[config.mk]
export PLATFORM = sky130hd
export DESIGN_NAME = pc_sequencer
export DESIGN_NICKNAME = d
export VERILOG_FILES = /design/src/rtl/pc_sequencer.sv
export SDC_FILE = /design/constraint.sdc
export NUM_CORES = 1
export LEC_CHECK = 0
export CAP_MARGIN = 20
export CORE_ASPECT_RATIO = 0.7
export CORE_MARGIN = 2
export CORE_UTILIZATION = 40
export DETAILED_ROUTE_END_ITERATION = 8
export PLACE_DENSITY = 0.8
export SLEW_MARGIN = 15
export SYNTH_ARGS = -nofsm -noshare
export SYNTH_HDL_FRONTEND = slang
export SYNTH_SLANG_ARGS = --single-unit
[constraint.sdc]
create_clock -name clk -period 2.1 [get_ports clk]
set_clock_uncertainty 0.2 [all_clocks]
set_input_delay 0.42 -clock clk [delete_from_list [all_inputs] [get_ports clk]]
set_output_delay 0.42 -clock clk [all_outputs]
set_load 0.05 [all_outputs]
[src/rtl/pc_sequencer.sv]
// Program-counter sequencer: owns the PC register and the PC-source mux select.
// Sequences boot, increment, load-use stall, ID redirect with IF flush, and halt.
module pc_sequencer #(
    parameter logic [15:0] RESET_PC     = 16'h0000,
    parameter logic [15:0] PC_INC       = 16'd1,
    parameter int          FLUSH_CYCLES = 1
) (
    input  logic        clk,
    input  logic        rst_n,
    input  logic [15:0] newPC,
    input  logic        ID_branchTaken,
    input  logic [15:0] ID_PC,
    input  logic        stall,
    input  logic        halt,
    output logic [15:0] currentPC,
    output logic [15:0] seqPC,
    output logic        ID_HazardControl,
    output logic        IF_valid,
    output logic        IF_flush,
    output logic        halted,
    output logic [15:0] redirectCount
);

    typedef enum logic [2:0] {
        S_BOOT,
        S_RUN,
        S_STALL,
        S_FLUSH,
        S_HALT
    } state_t;

    localparam logic [1:0] FLUSH_INIT = 2'(FLUSH_CYCLES);

    state_t      r_state;
    state_t      w_next;
    logic [15:0] r_pc;
    logic [15:0] r_redirects;
    logic [1:0]  r_flush_cnt;
    logic [1:0]  w_flush_next;
    logic        w_load;
    logic        w_redirect;

    // Next-state, PC-load and redirect decode
    always_comb begin
        w_next       = r_state;
        w_load       = 1'b0;
        w_redirect   = 1'b0;
        w_flush_next = r_flush_cnt;
        unique case (r_state)
            S_BOOT: begin
                w_next = S_RUN;
            end
            S_RUN: begin
                if (halt) begin
                    w_next = S_HALT;
                end else if (stall) begin
                    w_next = S_STALL;
                end else if (ID_branchTaken) begin
                    w_redirect   = 1'b1;
                    w_load       = 1'b1;
                    w_flush_next = FLUSH_INIT;
                    w_next       = S_FLUSH;
                end else begin
                    w_load = 1'b1;
                end
            end
            S_STALL: begin
                if (halt) begin
                    w_next = S_HALT;
                end else if (!stall) begin
                    w_next = S_RUN;
                end
            end
            S_FLUSH: begin
                w_load       = 1'b1;
                w_flush_next = r_flush_cnt - 2'd1;
                if (r_flush_cnt <= 2'd1) begin
                    w_next = S_RUN;
                end
            end
            S_HALT: begin
                w_next = S_HALT;
            end
            default: begin
                w_next = S_BOOT;
            end
        endcase
    end

    // State, PC, flush counter and redirect counter registers
    always_ff @(posedge clk or negedge rst_n) begin
        if (!rst_n) begin
            r_state     <= S_BOOT;
            r_pc        <= RESET_PC;
            r_flush_cnt <= 2'd0;
            r_redirects <= 16'd0;
        end else begin
            r_state     <= w_next;
            r_flush_cnt <= w_flush_next;
            if (w_load) begin
                r_pc <= newPC;
            end
            if (w_redirect) begin
                r_redirects <= r_redirects + 16'd1;
            end
        end
    end

    assign currentPC        = r_pc;
    assign seqPC            = r_pc + PC_INC;
    assign ID_HazardControl = w_redirect;
    assign IF_valid         = (r_state == S_RUN) || (r_state == S_STALL) ||
                              (r_state == S_FLUSH);
    assign IF_flush         = (r_state == S_FLUSH);
    assign halted           = (r_state == S_HALT);
    assign redirectCount    = r_redirects;

    // The mux must hand back the ID target whenever a redirect is selected
    a_redirect_target : assert property (
        @(posedge clk) disable iff (!rst_n) w_redirect |-> (newPC == ID_PC)
    );

endmodule
==> results.yml <==
outcome:
  run_status: "complete, but fails checks"
  violations: "setup timing"
clock_tree:
  htree_levels: 2
  cts.sinks: 37
  insertion_delay_ns: 0.29
  cts_max_path_buffers: 2
  clkTransAtPathRegs_ns: 0.07
  cts_tree: "built"
  cts-root-buf: "clkbuf_8"
  cts_buffers: 5
die:
  fp-row-count: 20
  die_h_um: 60.9
  die_width_um: 85.2
  core-area_um2: 4380
  start_util: 0.422
  io_pins: 89
  die_area_um2: 5190
logic_synthesis:
  seq_area_frac_synth: 0.501
  synth-main-ff-cell: "dfrtp_1"
  async_reset_ff_frac: 1.00
  synth_top_area_cell: "dfrtp_1"
  ys_ff_latch: 37
  syn_inst: 163
  yosys-top-cells-area: "dfrtp_1 50%, xnor2_1 11%, mux2_2 10%"
  netlist_area_um2: 1850
  ys_warn_count: 0
  synth_top_area_share: 0.501
  syn-num-nets: 203
  ys_types: 30
  syn_avg_cell_area_um2: 11.3
  synth-edff-count: 0
pwr:
  ir_drop_mv: 2.03
  p_seq_frac: 0.204
  total_power_mw: 5.94
  cellPowerDensity_nw_per_um2: 1820
  switching_share: 0.481
  clkPwrFrac: 0.082
  p_switching_mw: 2.86
  internal_power_mw: 3.08
  pwr-share-comb: 0.714
  p_leak_nw: 1.49
critical_path:
  critPathLaunchType: "flip-flop"
  crit_type: "reg -> out"
  worstPathArrival_ns: 1.66
  crit_fanout: 3
  end_kind: "output pin"
  crit_required_ns: 1.48
timing:
  setup-tns-final_ns: -1.12
  rsz0062_at_grt: "true"
  timing.final.ws_setup_ns: -0.180
  setup_viol: 9
  period_needed_ns: 2.28
  min_period_over_period: 1.09
  finalMaxSlewViolations: 0
  slew_headroom: 0.696
  worst_slew_pin_slew_ns: 0.456
  clock.fmax_mhz: 439
  hold_violations: 0
cells_and_area:
  syn2layout_area_growth_pct: 76.8
  fillers: 302
  multi_input_area_um2: 1120
  drive_gt1_frac: 0.536
  instances_no_fill: 320
  ff_latch_area_um2: 942
  fin_nets: 304
  antenna_cells: 0
placed_design:
  place_congestion: 0.774
  hpwl_um: 3620
  dp_cells: 308
  place.port_buffers: 72
detailed_routing:
  drtPass1Iterations: 4
  wl_per_cell_um: 15.1
  viasPerCell: 4.99
  drt_iter0_drc: 63
  finalWirelength_um: 4830
  via_count: 1597
  drtAntennaViolNets: 0
  drc: 0
grt:
  grt_pass1_wl_um: 7550
  grt_start_max_net_pins: 38
  track_usage: 0.196
  antenna_found_initial: 0
  grt_pass1_vias: 1517
  overflow: 0
hold_path:
  hp-class: "reg -> reg"
run:
  max-cap-violations: 0
==> worst max-delay path, cell delays in order, from the launching register on <==
cell     delay, ns
dfrtp_2       0.37
and4_4        0.23
nor2b_4       0.17
buf_4         0.14
nand2_1       0.09
xnor2_2       0.20
buf_12        0.16
==> Yosys cell counts (2+ instances only) <==
cell type  count
a21oi_1        2
and2_1         3
and3_1         3
and4_1         4
buf_2          2
dfrtp_1       37
ha_1           3
inv_1          5
mux2_2        17
nand2_1       14
nand2b_1       2
nand3_1        9
nand4_1        7
nor2_1        10
nor2b_1        2
xnor2_1       23
xor2_1         7
==> placed cells by master (no fill, tap or decap), types with 2 or more instances in the layout <==
cell type and count:
clkdlybuf4s50_1 18, and3_1 3, and4_4 2, nand3_2 4
xnor2_1 12, a21oi_1 2, nor2_1 9, xnor2_2 3
xor2_1 6, buf_12 20, dfrtp_1 24, ha_1 2
nand3_1 5, mux2_2 17, clkinv_2 2, nand2_1 13
and4_1 3, dfrtp_2 13, inv_1 5, clkbuf_8 5
buf_4 55, and2_1 2, nand2b_1 2, nand4_1 7
xnor2_4 8
==> per-layer routing <==
metal / vias to the layer above / part of all wire / GRT usage
li1: 765 / - / -
met1: 767 / 0.47 / 0.263
met2: 57 / 0.45 / 0.308
met3: 8 / 0.065 / 0.0599
met4: 0 / 0.015 / 0.0680
met5: - / 0 / 0
==> repair_timing <==
item / in CTS / in global routing
endpoints found under the hold margin: 37 / 0
setup buffers: 2 / 1
setup endpoints to repair: 14 / 14
gates resized for setup: 6 / 12
hold buffers: 1 / 0
pin swaps: 3 / 5
==> registers in the layout (all words and copies together) (netlist names) <==
register	cells
redirectCount	16
currentPC	16
r_flush_cnt	2
r_state	3
==> path summary, 6_finish.rpt <==
kind,start,end,slack [ns],depth (start not counted)
min reg2reg,redirectCount[15]$_DFFE_PN0P_,redirectCount[15]$_DFFE_PN0P_,0.28,1
min,redirectCount[15]$_DFFE_PN0P_,redirectCount[15]$_DFFE_PN0P_,0.28,1
min in group asynchronous,rst_n,redirectCount[8]$_DFFE_PN0P_,0.49,3
max in group asynchronous,rst_n,currentPC[8]$_DFFE_PN0P_,0.87,3
max,currentPC[5]$_DFFE_PN0P_,seqPC[11],-0.18,6
max reg2reg,r_state[2]$_DFFE_PN0P_,redirectCount[15]$_DFFE_PN0P_,0.20,5
==> metrics by stage <==
stage                     area, um2  worst slack [ns]   util  hold slack, ns
final                          3270            -0.180  0.746           0.283
after global routing           3270            -0.280  0.746           0.297
after CTS                      3210            -0.197  0.732           0.288
after detailed placement       3080            -0.110  0.703           0.274
after global placement         3080           -0.0802  0.703           0.265
after floorplan                2040            -0.172      -         -0.0756
==> layout make-up <==
class,count,share of cell area
Timing Repair Buffer,97,0.316
Inverter,5,0.00574
Sequential cell,37,0.288
Clock buffer,5,0.0211
Tap cell,55,0.0211
Clock inverter,3,0.00536
Multi-Input combinational cell,118,0.343
==> power by group through the flow <==
stage / clock network [mW] / registers (mW) / logic [mW]
floorplan: 0 / 1.95 / 1.63
global placement: 0 / 1.19 / 4.06
detailed placement: 0 / 1.21 / 4.11
CTS: 0.499 / 1.20 / 4.18
global route: 0.535 / 1.25 / 4.41
finish: 0.487 / 1.22 / 4.24
==> logic make-up after synthesis <==
group,Yosys count,share of synthesized area
xor gates and xnor gates,30,0.142
DFF,37,0.501
and+or+nand+nor,60,0.179
AOI/OAI and AO/OA,7,0.0264
buffers and inverters,8,0.0217
adders and majority gates,3,0.0203
muxes,18,0.109
(Power assumes the default switching activity.)
